**src/rtl/mlaw_pkg.sv**
```systemverilog
// Shared constants and types for the linear-to-mu-law capture path.
// Bias and clip values follow the 13-bit G.711 mu-law magnitude scale.
package mlaw_pkg;

    localparam int MLAW_BIAS = 33;
    localparam int MLAW_CLIP = 8158;
    localparam logic [7:0] MLAW_SILENCE = 8'hFF;

    typedef logic [12:0] lin13_t;
    typedef logic [7:0]  mlaw8_t;

endpackage

```
**src/rtl/lin2mlaw_sync_if.sv**
```systemverilog
// Sample/flag bundle between the I2S capture side and the mu-law encoder.
// The master modport is the sample source; the slave modport is the encoder block.
interface lin2mlaw_sync_if;

    logic               avail_async;
    mlaw_pkg::lin13_t   lin_in;
    logic               avail_sync;
    mlaw_pkg::mlaw8_t   mlaw_out;
    logic               mlaw_stb;

    modport master (
        output avail_async,
        output lin_in,
        input  avail_sync,
        input  mlaw_out,
        input  mlaw_stb
    );

    modport slave (
        input  avail_async,
        input  lin_in,
        output avail_sync,
        output mlaw_out,
        output mlaw_stb
    );

endinterface

```
**src/rtl/lin2mlaw_enc.sv**
```systemverilog
// Purely combinational G.711 mu-law encoder: 13-bit two's-complement sample in, 8-bit byte out.
// One's-complement magnitude is used, so -4096 needs no overflow handling.
module lin2mlaw_enc
    import mlaw_pkg::*;
(
    input  lin13_t i_lin,
    output mlaw8_t o_mlaw
);

    logic        w_sign;
    logic [11:0] w_mag;
    logic [11:0] w_mh;
    logic [2:0]  w_seg;
    logic [3:0]  w_mant;

    assign w_sign = i_lin[12];
    assign w_mag  = w_sign ? ~i_lin[11:0] : i_lin[11:0];

    // The biased value 2*mag+33 is always odd, so only its bits [12:1] are carried:
    // bit j of w_mh is bit j+1 of the biased value, which equals mag+16 (or all ones when clipped).
    assign w_mh = (w_mag > 12'(MLAW_CLIP / 2)) ? 12'hFFF : w_mag + 12'(MLAW_BIAS / 2);

    always_comb begin
        w_seg = 3'd0;
        casez (w_mh[11:4])
            8'b1???????: w_seg = 3'd7;
            8'b01??????: w_seg = 3'd6;
            8'b001?????: w_seg = 3'd5;
            8'b0001????: w_seg = 3'd4;
            8'b00001???: w_seg = 3'd3;
            8'b000001??: w_seg = 3'd2;
            8'b0000001?: w_seg = 3'd1;
            default:     w_seg = 3'd0;
        endcase
    end

    always_comb begin
        w_mant = 4'd0;
        case (w_seg)
            3'd7:    w_mant = w_mh[10:7];
            3'd6:    w_mant = w_mh[9:6];
            3'd5:    w_mant = w_mh[8:5];
            3'd4:    w_mant = w_mh[7:4];
            3'd3:    w_mant = w_mh[6:3];
            3'd2:    w_mant = w_mh[5:2];
            3'd1:    w_mant = w_mh[4:1];
            default: w_mant = w_mh[3:0];
        endcase
    end

    assign o_mlaw = {~w_sign, ~w_seg, ~w_mant};

endmodule

```
**src/rtl/lin2mlaw_sync.sv**
```systemverilog
// Microphone capture: synchronises the BCLK-domain sample flag, edge-detects it and emits a
// one-cycle strobe with the mu-law byte. Define MLAW_OUT_REG_EN to register mlaw_out.
module lin2mlaw_sync
    import mlaw_pkg::*;
#(
    parameter int SYNC_STAGES = 2
)
(
    input  logic             clk,
    input  logic             rst_n,
    lin2mlaw_sync_if.slave   bus
);

    logic [SYNC_STAGES-1:0] r_sync;
    logic                   r_prev;
    logic                   r_live;
    logic                   r_armed;
    logic                   r_stb;
    logic                   w_avail;
    logic                   w_rise;
    mlaw8_t                 w_enc;

    assign w_avail = r_sync[SYNC_STAGES-1];
    assign w_rise  = w_avail & ~r_prev & r_armed;

    // r_armed blocks the strobe for a flag already high at reset release; it only sets once
    // the chain has sampled a genuine low (r_live marks the first stage as holding real data).
    always_ff @(posedge clk or negedge rst_n) begin
        if (!rst_n) begin
            r_sync  <= '0;
            r_prev  <= 1'b0;
            r_live  <= 1'b0;
            r_armed <= 1'b0;
            r_stb   <= 1'b0;
        end else begin
            r_sync  <= {r_sync[SYNC_STAGES-2:0], bus.avail_async};
            r_prev  <= w_avail;
            r_live  <= 1'b1;
            if (r_live && !r_sync[0]) begin
                r_armed <= 1'b1;
            end
            r_stb   <= w_rise;
        end
    end

    lin2mlaw_enc u_enc (
        .i_lin  (bus.lin_in),
        .o_mlaw (w_enc)
    );

`ifdef MLAW_OUT_REG_EN
    mlaw8_t r_mlaw;

    always_ff @(posedge clk or negedge rst_n) begin
        if (!rst_n) begin
            r_mlaw <= MLAW_SILENCE;
        end else if (w_rise) begin
            r_mlaw <= w_enc;
        end
    end

    assign bus.mlaw_out = r_mlaw;
`else
    assign bus.mlaw_out = w_enc;
`endif

    assign bus.avail_sync = w_avail;
    assign bus.mlaw_stb   = r_stb;

endmodule

```
**src/flat_wrapper.sv**
```systemverilog
// flat-port wrapper written by rule: the top's interface ports become plain ports
module lin2mlaw_sync_flat import mlaw_pkg::*;
#(
    parameter int SYNC_STAGES = 2
)
  (clk, rst_n, bus_avail_async, bus_lin_in, bus_avail_sync, bus_mlaw_out, bus_mlaw_stb);
  lin2mlaw_sync_if bus_i ();
  input  logic clk;
  input  logic rst_n;
  input wire logic [$bits(bus_i.avail_async)-1:0] bus_avail_async;
  input wire logic [$bits(bus_i.lin_in)-1:0] bus_lin_in;
  output wire logic [$bits(bus_i.avail_sync)-1:0] bus_avail_sync;
  output wire logic [$bits(bus_i.mlaw_out)-1:0] bus_mlaw_out;
  output wire logic [$bits(bus_i.mlaw_stb)-1:0] bus_mlaw_stb;
  assign bus_i.avail_async = bus_avail_async;
  assign bus_i.lin_in = bus_lin_in;
  assign bus_avail_sync = bus_i.avail_sync;
  assign bus_mlaw_out = bus_i.mlaw_out;
  assign bus_mlaw_stb = bus_i.mlaw_stb;
  lin2mlaw_sync #(.SYNC_STAGES(SYNC_STAGES)) u_core (.clk(clk), .rst_n(rst_n), .bus(bus_i));
endmodule
```
**config.mk**
```make
export PLATFORM = sky130hd
export DESIGN_NAME = lin2mlaw_sync_flat
export DESIGN_NICKNAME = d
export VERILOG_FILES = /design/src/rtl/mlaw_pkg.sv /design/src/rtl/lin2mlaw_sync_if.sv /design/src/rtl/lin2mlaw_enc.sv /design/src/rtl/lin2mlaw_sync.sv /design/src/flat_wrapper.sv
export SDC_FILE = /design/constraint.sdc
export NUM_CORES = 1
export LEC_CHECK = 0
export BUFFER_PORTS_ARGS = -buffer_cell sky130_fd_sc_hd__buf_2
export CAP_MARGIN = 5
export CELL_PAD_IN_SITES_DETAIL_PLACEMENT = 0
export CELL_PAD_IN_SITES_GLOBAL_PLACEMENT = 2
export CORE_ASPECT_RATIO = 0.8
export CORE_MARGIN = 3
export CORE_UTILIZATION = 32
export CTS_BUF_LIST = sky130_fd_sc_hd__clkbuf_4 sky130_fd_sc_hd__clkbuf_8 sky130_fd_sc_hd__clkbuf_16
export DETAILED_ROUTE_END_ITERATION = 8
export PLACE_DENSITY = 0.89
export SETUP_SLACK_MARGIN = 0.5
export SLEW_MARGIN = 20
export SYNTH_ARGS = -nofsm -noshare
export SYNTH_HDL_FRONTEND = slang
export SYNTH_SLANG_ARGS = --single-unit
export TNS_END_PERCENT = 20
```
**constraint.sdc**
```tcl
create_clock -name clk -period 5.6 [get_ports clk]
set_input_delay 1.12 -clock clk [delete_from_list [all_inputs] [get_ports clk]]
set_output_delay 1.12 -clock clk [all_outputs]
set_load 0.05 [all_outputs]
```
==> impl_results.md <==
- Routed Antenna Nets: 0
- Worst VDD drop: about 0.00015 V
- Largest family of logic cells by synthesized area: compound AO/OA/AOI/OAI gates
- Final min period: 4.82 ns
- Hold Buf Count CTS: 0
- Final Setup Violations: 0
- Slew margin rel.: 0.594
- Post-synth EDFFs: 0
- GRT Total Usage: 0.190
- DR WL/cell: 16.4 um
- Post-Synth Adder-Cell Area: 0
- Seq/Total Area, Yosys: 0.104
- Die area: roughly 0.0053 mm^2
- Maxcap violations: 0
- Top cell type's share of synthesized area: 0.104
- Synth warnings: 0
- Iter 0 DRT Violations: 260
- Worst hold path type: reg -> reg
- Clock latency on the worst-skew pair: around 0.22 ns
- Starting Density: 0.338
- Critical Path AT: 3.70 ns
- Final Hold Viols: 0
- Post-DP HPWL: 3.48 mm
- Crit-path max FO: 22
- Synthesized area per cell: 6.48 um^2
- Cell Pwr Density: 164 mW/mm^2
- CTS tree: built
- Hold Slack: 0.370 ns
- First-pass GRT wire length: 7.91 mm
- Reg clk slew, reported paths: approximately 0.030 ns
- Clock sink count: 6
- Via density: 6.09
- Critical Setup Path Class: in -> out
- Synthesized Nets: between 200 and 250
- Final GP Congestion: 0.802
- Fillers: about 500
- Htree depth: 1
- Postcts setup bufs: 0
- Die height: 66.0 um
- Post-synthesis compound-gate area fraction: 0.424
- Initial antenna violation count: 0
- Synth Area in XOR/XNOR: 0.0852
- Ys flop type: dfrtp_1
- Leading area contributor after synthesis: dfrtp_1
- Flops & latches, synth: 6
- Die X: 81.0 um
- Synth Area in Simple Gates: 0.292
- Routed WL: 4.75 mm
- Post-route DRC: 0
- DRT Pass-1 Iters: 4
- Post-synth ARST share: 1.00
- Post-cts sizing count: 0
- Core area: 0.00426 mm^2
- Sequential share of power: 0.173
- Slew Viols, Final: 0
- Worst Tran Pin Value: between 0.6 and 0.7 ns
- Largest net degree at the start of global routing: 28
- Fin crit share: 0.860
- Setup_tns: 0 ns
- Worst setup EP type: primary output
- Cells after Synth: 222
- RSZ-0062 raised after global routing: no
- Switching share of power: 0.468
- Vias in the first global route: roughly 1500
- DR vias: 1759
- CTS buffer count: 3
- Area added between synthesis and finish: 12.9%
- GRT Residual Overflow: 0
- Cell area after synthesis: 0.00144 mm^2
- Nets: 250
- Diode count: 0
- Layout cells sized above 1: 0.185
- Share of total power in combinational logic: 0.587
- Root Buffer: clkbuf_8
- Pint: 0.000142 W
- FP Rows: 21
- Clock skew: just under 0.004 ns
- Largest cells by area after synthesis: dfrtp_1 10%, o21ai_0 7.0%, nand2_1 6.5%
- I/O Buffers: 25
- Clock share of power: 0.240
- Startpoint types: input port
- Max Fclk: 208 MHz
- Lkg Pwr: between 0.6 and 0.7 nW
- Max Root-Sink Buffers: 2
- Netlist cell types: 58
- Switching power: 0.000125 W
- CP required: around 4.5 ns
- Outcome: complete, no violations
- # IOs: 26
- Multiplexer area fraction after synthesis: 0.00696
==> critical path, stage by stage <==
cell and delay [ns]:
buf_2 0.21, or3b_1 0.52, or4_4 0.50, a211oi_1 0.29
o22ai_1 0.15, mux2i_1 0.15, o21ai_0 0.29, a31o_2 0.20
buf_2 0.26
==> synthesized netlist by cell type, types with 2 or more instances <==
| cell | count |
|---|---|
| o31ai_1 | 2 |
| and3_1 | 4 |
| o2111ai_1 | 2 |
| a221oi_1 | 3 |
| dfrtp_1 | 6 |
| or3_1 | 3 |
| a31oi_1 | 4 |
| a21o_1 | 3 |
| xnor2_1 | 9 |
| buf_6 | 2 |
| a21boi_0 | 2 |
| nor3_1 | 8 |
| a21oi_1 | 16 |
| or2_2 | 3 |
| o221ai_1 | 3 |
| o21ai_0 | 20 |
| inv_1 | 6 |
| a211oi_1 | 3 |
| o22ai_1 | 7 |
| a311oi_1 | 2 |
| xor2_1 | 5 |
| nand2b_1 | 2 |
| nor2_1 | 18 |
| and2_1 | 3 |
| nor2b_1 | 5 |
| o211ai_1 | 3 |
| clkbuf_1 | 17 |
| o32ai_1 | 4 |
| nand3_1 | 4 |
| nand2_1 | 25 |
==> layout make-up <==
type | count | area (um^2) | share of cell area
multi-input cells | 188 | 1190 | 0.731
flip-flops and latches | 6 | 150 | 0.0924
repair buffers | 28 | 148 | 0.0909
well taps | 57 | 71.3 | 0.0439
clock buffers | 3 | 41.3 | 0.0254
inverters | 7 | 26.3 | 0.0162
==> metal layers <==
| layer | vias to the layer above | GRT usage | routed length, um |
|---|---|---|---|
| li1 | 850 | - | - |
| met1 | 823 | 0.320 | 2410 |
| met2 | 82 | 0.245 | 1940 |
| met3 | 4 | 0.0286 | 372 |
| met4 | 0 | 0.0253 | 24 |
| met5 | - | 0 | 0 |
==> path summary, 6_finish.rpt <==
| check | startpoint | to | slack (ns) | cells after the start |
|---|---|---|---|---|
| setup / recovery | bus_lin_in[5] | bus_mlaw_out[0] | 0.78 | 9 |
| hold / removal | u_core.r_sync[0]$_DFF_PN0_ | u_core.r_sync[1]$_DFF_PN0_ | 0.37 | 0 |
| setup reg to reg | u_core.r_sync[0]$_DFF_PN0_ | u_core.r_armed$_DFFE_PN0P_ | 4.97 | 2 |
| hold reg to reg | u_core.r_sync[0]$_DFF_PN0_ | u_core.r_sync[1]$_DFF_PN0_ | 0.37 | 0 |
| max in group asynchronous | rst_n | u_core.r_live$_DFF_PN0_ | 4.75 | 1 |
| min in group asynchronous | rst_n | u_core.bus.mlaw_stb$_DFF_PN0_ | 0.71 | 1 |
==> power groups by stage <==
stage | registers (W) | clock network, W | logic [W]
final | 0.0000461 | 0.0000639 | 0.000156
after global routing | 0.0000462 | 0.0000697 | 0.000172
after CTS | 0.0000461 | 0.0000666 | 0.000155
after detailed placement | 0.0000467 | 0 | 0.000154
after global placement | 0.0000466 | 0 | 0.000156
after floorplan | 0.0000494 | 0 | 0.000114
==> per-stage QoR <==
step | setup slack [ns] | std cells | utilization | cell area, um^2 | power, W
2_1_floorplan | 0.465 | 222 | - | 1460 | 0.000164
3_3_place_gp | 0.803 | 286 | 0.372 | 1580 | 0.000202
3_5_place_dp | 0.822 | 286 | 0.372 | 1580 | 0.000201
4_1_cts | 0.814 | 289 | 0.382 | 1620 | 0.000268
5_1_grt | 0.618 | 289 | 0.382 | 1620 | 0.000287
6_report | 0.782 | 289 | 0.382 | 1620 | 0.000266
==> cells by family after synthesis <==
| group | Yosys count |
|---|---|
| AOI/OAI and AO/OA | 88 |
| xor gates and xnor gates | 14 |
| buffers and inverters | 28 |
| DFF | 6 |
| muxes | 1 |
| other | 1 |
| and+or+nand+nor | 84 |
==> registers in the layout (all words and copies together), names as in the netlist <==
signal and flops:
u_core.r_prev 1, u_core.r_live 1, u_core.r_sync 2, u_core.bus.mlaw_stb 1
u_core.r_armed 1
==> placed cells by master (no fill, tap or decap), types with 3 or more instances in the layout <==
cell and instances:
buf_4 3, clkbuf_8 3, o211ai_1 3, a221oi_1 3
a211oi_1 3, inv_1 6, xor2_1 5, nor2_1 18
nor2b_1 5, nor3_1 8, or2_2 3, o22ai_1 7
and3_1 4, a21o_1 3, o221ai_1 3, buf_2 25
a21oi_1 16, dfrtp_1 6, a31oi_1 4, or3_1 3
o21ai_0 20, nand2_1 25, and2_1 3, xnor2_1 9
nand3_1 4
Power figures use the tool's default switching activity.
